File: src/rtl/sprite_addr_gen_multi.sv
// rtl/sprite_addr_gen_multi.sv - multi-sprite pipelined ROM address generator
//
// Tracks N_SPR equally sized sprites, each with a double-buffered position and
// enable (shadow written at any time, active loaded only on frame_start) plus an
// animation frame index. For each VGA pixel it reports, two clocks later, the ROM
// address of the lowest-index sprite covering that pixel.
//
// Ports:
//   clk          pixel-domain clock
//   rst_n        asynchronous active-low reset
//   h_cnt/v_cnt  current pixel column / row
//   frame_start  one-cycle pulse at start of vertical blanking (commit + animation tick)
//   wr_en        shadow-register write strobe
//   wr_idx       sprite index to write (indices >= N_SPR are ignored)
//   wr_x/wr_y    new start position
//   wr_vis       new enable bit
//   anim_en      per-sprite animation enable
//   pixel_addr   ROM address of winning sprite pixel (registered)
//   valid        a sprite covers the pixel (registered)
//   sprite_id    index of winning sprite (registered)

module sprite_addr_gen_multi #(
    parameter int N_SPR    = 4,
    parameter int SPR_W    = 40,
    parameter int SPR_H    = 40,
    parameter int N_FRM    = 2,
    parameter int ANIM_DIV = 8,
    parameter int ADDR_W   = 17
) (
    input  logic              clk,
    input  logic              rst_n,
    input  logic [9:0]        h_cnt,
    input  logic [9:0]        v_cnt,
    input  logic              frame_start,
    input  logic              wr_en,
    input  logic [2:0]        wr_idx,
    input  logic [9:0]        wr_x,
    input  logic [9:0]        wr_y,
    input  logic              wr_vis,
    input  logic [N_SPR-1:0]  anim_en,
    output logic [ADDR_W-1:0] pixel_addr,
    output logic              valid,
    output logic [2:0]        sprite_id
);

    localparam int          FRAME_SZ  = SPR_W * SPR_H;
    localparam logic [7:0]  PRESC_TOP = 8'(ANIM_DIV - 1);
    localparam logic [1:0]  FRM_TOP   = 2'(N_FRM - 1);
    localparam logic [10:0] SPR_W_11  = 11'(SPR_W);
    localparam logic [10:0] SPR_H_11  = 11'(SPR_H);

    // Shadow (CPU-facing) and active (display-facing) sprite state
    logic [9:0] sh_x    [N_SPR];
    logic [9:0] sh_y    [N_SPR];
    logic       sh_vis  [N_SPR];
    logic [9:0] act_x   [N_SPR];
    logic [9:0] act_y   [N_SPR];
    logic       act_vis [N_SPR];
    logic [1:0] frm     [N_SPR];
    logic [7:0] presc;

    // Stage 1 pipeline registers
    logic [N_SPR-1:0]  hit_q;
    logic [ADDR_W-1:0] off_q [N_SPR];
    logic [1:0]        frm_q [N_SPR];

    // Stage 1 combinational results
    logic [N_SPR-1:0]  hit_c;
    logic [ADDR_W-1:0] off_c [N_SPR];

    // Stage 2 combinational select
    logic              sel_hit;
    logic [2:0]        sel_id;
    logic [ADDR_W-1:0] sel_addr;

    // ------------------------------------------------------------------
    // Sprite state: shadow writes, frame_start commit, animation stepping.
    // The commit reads the shadow value from before this edge, so a write
    // coinciding with frame_start only reaches the active copy one
    // frame_start later.
    // ------------------------------------------------------------------
    always_ff @(posedge clk or negedge rst_n) begin
        if (!rst_n) begin
            for (int i = 0; i < N_SPR; i++) begin
                sh_x[i]    <= '0;
                sh_y[i]    <= '0;
                sh_vis[i]  <= 1'b0;
                act_x[i]   <= '0;
                act_y[i]   <= '0;
                act_vis[i] <= 1'b0;
                frm[i]     <= '0;
            end
            presc <= '0;
        end else begin
            for (int i = 0; i < N_SPR; i++) begin
                // Indices >= N_SPR never match, so out-of-range writes are dropped.
                if (wr_en && (wr_idx == 3'(i))) begin
                    sh_x[i]   <= wr_x;
                    sh_y[i]   <= wr_y;
                    sh_vis[i] <= wr_vis;
                end
                if (frame_start) begin
                    act_x[i]   <= sh_x[i];
                    act_y[i]   <= sh_y[i];
                    act_vis[i] <= sh_vis[i];
                end
            end
            if (frame_start) begin
                if (presc == PRESC_TOP) begin
                    presc <= '0;
                    for (int i = 0; i < N_SPR; i++) begin
                        if (anim_en[i]) begin
                            frm[i] <= (frm[i] == FRM_TOP) ? 2'd0 : frm[i] + 2'd1;
                        end
                    end
                end else begin
                    presc <= presc + 8'd1;
                end
            end
        end
    end

    // ------------------------------------------------------------------
    // Stage 1: per-sprite hit test and in-sprite offset.
    // Bounds are compared in 11 bits so x+SPR_W past 1023 cannot wrap
    // around and cover the left edge of the screen.
    // ------------------------------------------------------------------
    always_comb begin
        hit_c = '0;
        for (int i = 0; i < N_SPR; i++) begin
            logic [10:0] h11, v11, x11, y11;
            logic [9:0]  dx, dy;
            h11 = {1'b0, h_cnt};
            v11 = {1'b0, v_cnt};
            x11 = {1'b0, act_x[i]};
            y11 = {1'b0, act_y[i]};
            hit_c[i] = act_vis[i]
                     && (h11 >= x11) && (h11 < x11 + SPR_W_11)
                     && (v11 >= y11) && (v11 < y11 + SPR_H_11);
            // Only meaningful when hit_c[i]; garbage otherwise and never selected.
            dx = h_cnt - act_x[i];
            dy = v_cnt - act_y[i];
            off_c[i] = ADDR_W'(dx) + ADDR_W'(dy) * ADDR_W'(SPR_W);
        end
    end

    always_ff @(posedge clk or negedge rst_n) begin
        if (!rst_n) begin
            hit_q <= '0;
            for (int i = 0; i < N_SPR; i++) begin
                off_q[i] <= '0;
                frm_q[i] <= '0;
            end
        end else begin
            hit_q <= hit_c;
            for (int i = 0; i < N_SPR; i++) begin
                off_q[i] <= off_c[i];
                // Frame sampled together with the offset so a mid-line
                // animation step only affects pixels entering after it.
                frm_q[i] <= frm[i];
            end
        end
    end

    // ------------------------------------------------------------------
    // Stage 2: priority select. Scanning from the highest index down lets
    // the lowest-index hit overwrite the others.
    // ------------------------------------------------------------------
    always_comb begin
        sel_hit  = 1'b0;
        sel_id   = '0;
        sel_addr = '0;
        for (int i = N_SPR - 1; i >= 0; i--) begin
            if (hit_q[i]) begin
                sel_hit  = 1'b1;
                sel_id   = 3'(i);
                sel_addr = ADDR_W'((i * N_FRM + int'(frm_q[i])) * FRAME_SZ) + off_q[i];
            end
        end
    end

    always_ff @(posedge clk or negedge rst_n) begin
        if (!rst_n) begin
            pixel_addr <= '0;
            valid      <= 1'b0;
            sprite_id  <= '0;
        end else begin
            pixel_addr <= sel_addr;
            valid      <= sel_hit;
            sprite_id  <= sel_id;
        end
    end

endmodule

File: config.mk
export PLATFORM = sky130hd
export DESIGN_NAME = sprite_addr_gen_multi
export DESIGN_NICKNAME = d
export VERILOG_FILES = /design/src/rtl/sprite_addr_gen_multi.sv
export SDC_FILE = /design/constraint.sdc
export NUM_CORES = 1
export LEC_CHECK = 0
export CORE_ASPECT_RATIO = 0.7
export CORE_MARGIN = 1.5
export CORE_UTILIZATION = 42
export CTS_BUF_LIST = sky130_fd_sc_hd__clkbuf_4
export CTS_CLUSTER_DIAMETER = 50
export DETAILED_ROUTE_END_ITERATION = 6
export GPL_ROUTABILITY_DRIVEN = 0
export SLEW_MARGIN = 0
export SYNTH_ARGS = -nofsm -noshare
export SYNTH_HDL_FRONTEND = slang
export SYNTH_SLANG_ARGS = --single-unit
File: constraint.sdc
create_clock -name clk -period 4.4 [get_ports clk]
set_input_delay 0.44 -clock clk [delete_from_list [all_inputs] [get_ports clk]]
set_output_delay 0.44 -clock clk [all_outputs]
set_load 0.005 [all_outputs]
# ---- After elaboration in Yosys (flattened, before gate mapping)
# Cells that the tools add are included.
dict set report word_totals {
  latch_bits 0
  wordCells 147
  output_inout_bits 21
  ff_bits 285
  ramBits 0
  mem_bits_ro 0
  memories 0
}
dict set report classes {
  n_eq_ne 8
  n_addsub 32
  bitwise_logic 0
  shift 0
  order_cmp 16
  n_mux 17
  reduce_logical 25
  div 0
  multipliers 8
}
# op n
set op_table {}
lappend op_table {{adder 10 x 6 -> 11 bit (second input constant)} 8}
lappend op_table {{< comparator 10 x 11 -> 1 bit} 8}
lappend op_table {{greater-or-equal comparator 10 bit} 8}
lappend op_table {{subtractor 10 bit} 8}
lappend op_table {{adder 10 x 16 -> 17 bit} 4}
lappend op_table {{two-way mux 17 bit} 4}
lappend op_table {{multiplier 10 x 3 -> 13 bit (second input constant)} 4}
lappend op_table {{adder 15 x 17 -> 17 bit} 2}
lappend op_table {{logical AND 1 bit} 20}
lappend op_table {{multiplier 4 x 5 -> 9 bit (second input constant)} 2}
lappend op_table {{adder 13 x 17 -> 17 bit} 1}
lappend op_table {{adder 14 x 17 -> 17 bit} 1}
lappend op_table {{AND reduction 3 bit} 4}
lappend op_table {{two-way mux 2 bit} 5}
lappend op_table {{two-way mux 3 bit} 3}
lappend op_table {{adder 2 x 1 -> 2 bit (second input constant)} 4}
lappend op_table {{adder 3 x 2 -> 4 bit (first input constant)} 2}
lappend op_table {{adder 8 x 1 -> 8 bit (second input constant)} 1}
lappend op_table {{== test 2 x 1 -> 1 bit (second input constant)} 4}
lappend op_table {{== test 8 x 3 -> 1 bit (second input constant)} 1}
lappend op_table {{multiplier 3 x 5 -> 8 bit (second input constant)} 1}
lappend op_table {{two-way mux 8 bit} 1}
lappend op_table {{multiplier 2 x 5 -> 7 bit (second input constant)} 1}
lappend op_table {{== test 3 x 2 -> 1 bit (second input constant)} 2}
lappend op_table {{4 further kinds} 7}

# ---- Longest topological paths before layout
dict set report depth {
  word_depth 7
  depth_mapped 21
  depth_no_buf 21
}

# ---- Worst setup path before layout
# OpenSTA, ideal clock, no wires.
dict set report synth_path {
  kind {input port to flip-flop}
  from {input port v_cnt[0]}
  to {register off_q[48] in the netlist's numbering}
  cell_stages 18
  required_time_ns 4.320
  setup_slack_ns 0.176
  setup_ns 0.080
  arrival_time_ns 4.144
  cell_sequence {inv_1 > ha_1 > fa_1 > nor2b_1 > o21ai_0 > a21boi_0 > o21ai_0 > nor2b_1 > xnor2_1 > ha_1 > ha_1 > xnor2_1 > ha_1 > o21ai_0 > a221o_1 > or4_1 > nor3_1 > xnor2_1}
}
# element line
set synth_rtl {}
lappend synth_rtl {{from (decl)} 33} ;# input logic [9:0] v_cnt,
lappend synth_rtl {{to (signal, indexed assignment)} 157} ;# off_q[i] <= off_c[i];
lappend synth_rtl {{to (decl)} 64} ;# logic [ADDR_W-1:0] off_q [N_SPR];

==> results.md <==
* Clock transition at path regs at 0.07 ns
* Max Cap Viol at 0
* Tcrit/Tclk final at 95.8%
* Clock latency on the worst-skew pair at 0.81 ns
* Post-Synth Adder-Cell Area at 19.0%
* Reg2reg start: act_y[11]
* Largest family of logic cells by synthesized area: adder cells
* Crit end category: flop
* Layout area overhead at 22.1%
* Commonest non-fill, non-tap cell in the layout: dfrtp_1
* Register bit total from synthesis at 284
* Most frequent cells in the layout: 284 x dfrtp_1, 272 x ha_1, 270 x buf_4
* Post-route ant nets at 0
* Synth async-reset ratio at 100%
* CP Class: flop to flop
* Hold_ws at 0.274 ns
* Setup slack at placement at -0.588 ns
* GR Overflow Total at 0
* Wire per inst at 17.8 um
* Fin area at 24600 um2
* Slew @ Worst Pin at 0.887 ns
* Compound-gate portion of the synthesized area at 16.1%
* P_leak at 0.0116 uW
* Worst Path Max Fanout at 4
* Share of post-route cells with drive strength above 1 at 20.9%
* Pwr dens at 800 nW/um2
* Initial Util at 43.0%
* Initial antenna violation count at 2
* CTS tree: yes
* Hold depth at 3
* Xor/xnor cell area share of the yosys netlist at 8.06%
* Vias post-DR at 16600
* Die H at 186 um
* Placed Cells at 3003
* Row Count at 66
* Global Route Usage Sum at 22.9%
* Max Clock Freq at 237 MHz
* Yosys cell types at 69
* Avg Cell Area, Syn at 9.67 um2
* Sequential fraction of the synthesis area at 35.3%
* Worst Hold Class: primary input to flop
* Simple-Gate Fraction of Synth Area at 11.9%
* R2R cell count at 18
* Total power at 19700 uW
* Chip width at 265 um
* R2r endpoint: off_q[31]
* Pins Over Slew Limit at 0
* Global-route wire length before repair at 87.7 mm
* Post-Route WL at 55.6 mm
* Tmin final at 4.22 ns
* Die area at 49200 um2
* Largest net degree at the start of global routing at 113
* Hold path startpoint: frame_start
* Clock H-tree levels at 3
* Post-synth EDFFs at 0
* WP data arrival at 4.84 ns
* Finished Layout Cells at 3125
* First-pass DRT Iterations at 6
* Top_reg_cell synth: dfrtp_1
* Iteration-0 DRC Markers at 942
* Fill cell count at 4273
* Final setup fails at 0
* Status: finished, final reports clean
* Clock skew at 0.0996 ns
* Synth Instances at 2081
* Dpl cell area at 23600 um2
* Hold Fails Final Rpt at 0
* Worst Hold Path EP: act_y[19]
* Top-Level Pins at 73
* Vias in the first global route at 16400
* Post-synthesis mux area share at 5.62%
* Peak VDD IR at 433 uV
* Vias per cell at 5.33
* Clock Path Buffers at 3
* I/O Buffers at 71
* CP Launch Type: flop
* Max_slew headroom at 40.8%
* Root Buffer: clkbuf_4
* Critical Path RT at 5.03 ns
* Core ar. at 46800 um2
* Final Net Count at 2814
* Post-DP HPWL at 44.2 mm
* # clock sinks at 284
* TritonCTS Buffers at 73
* Cell Area, Synth at 20100 um2
* Reg2reg setup slack at 0.18 ns
* Synth warn at 0
* Drc violations at 0
* Final worst slack at 0.183 ns
==> metrics by stage <==
stage / TNS (ns) / utilization [%]
2_1_floorplan: 0 / -
3_3_place_gp: -7.17 / 50.3
3_5_place_dp: -9.21 / 50.3
4_1_cts: 0 / 52.3
5_1_grt: -0.0257 / 52.5
6_report: 0 / 52.5
==> cell usage after synthesis, types with 34 or more instances <==
library cell	count	area [um2]
a21oi_1	122	611
xor2_1	58	508
nor2b_1	41	257
inv_1	173	649
o21a_1	36	270
dfrtp_1	284	7110
nor2_1	110	413
nand3_1	34	170
nand2_1	144	541
ha_1	274	3430
xnor2_1	124	1090
o21ai_0	184	921
mux2_2	96	1080
==> power breakdown <==
part           switching (uW)  internal (uW)
clock                    1150           1140
combinational            6600           6850
sequential                450           3480
==> layout make-up <==
class	instances	area, um2	share of cell area (%)
timing repair buffer	345	2820	11.5
clock buffer	103	773	3.15
antenna	1	2.50	0.0102
tap	612	766	3.12
clock inverter	16	111	0.453
sequential	284	7110	28.9
multi-input combinational	1591	12300	50.2
inverter	173	649	2.64
==> sequential cells by signal, summed over array words and instances (netlist names) <==
register,count
act_vis,4
hit_q,4
sh_y,40
off_q,68
presc,8
valid,1
pixel_addr,17
sh_vis,4
frm,8
sprite_id,2
sh_x,40
act_x,40
act_y,40
frm_q,8
==> worst max path at each step <==
stage | from | to | slack (ns) | cells past startpoint
2_1_floorplan | v_cnt[0] | off_q[48] | 0.18 | 18
5_1_grt | act_y[11] | off_q[32] | -0.01 | 18
3_5_place_dp | v_cnt[0] | off_q[48] | -0.59 | 19
4_1_cts | act_y[0] | off_q[14] | 0.02 | 18
3_3_place_gp | v_cnt[0] | off_q[48] | -0.58 | 19
6_report | act_y[11] | off_q[31] | 0.18 | 18
==> cells by family after synthesis <==
family,after synthesis
AOI/OAI and AO/OA,520
xor gates and xnor gates,183
adders and majority gates,294
buffers and inverters,210
DFF,284
muxes,101
other,1
and+or+nand+nor,488
==> worst max-delay path, stage by stage (launching register included) <==
cell and delay, ns:
dfrtp_1 0.37, inv_1 0.08, ha_1 0.29, nor2b_4 0.13, o21a_1 0.19, a311o_2 0.41
a21o_2 0.23, a21o_1 0.21, xnor2_2 0.15, inv_1 0.08, ha_1 0.32, ha_1 0.23
buf_4 0.15, a2111oi_0 0.36, a311oi_1 0.13, nor2_1 0.15, nand2_1 0.08, nor4_1 0.37
xnor2_1 0.15
==> repair_timing <==
| item | in CTS | in global routing |
|---|---|---|
| setup buffers | 0 | 1 |
| endpoints found under the setup margin | 0 | 13 |
| gates resized for setup | 0 | 30 |
| hold endpoints to repair | 110 | 0 |
| hold buffers | 1 | 0 |
==> routing by layer <==
layer / up-vias / wire [um] / GRT usage, %
met5: - / 0 / 0
met4: 0 / 1740 / 8.51
met3: 116 / 2900 / 4.07
met2: 410 / 23800 / 34.9
met1: 7947 / 27100 / 32.5
li1: 8173 / - / -
No activity file was read; power rests on OpenSTA's default activity.
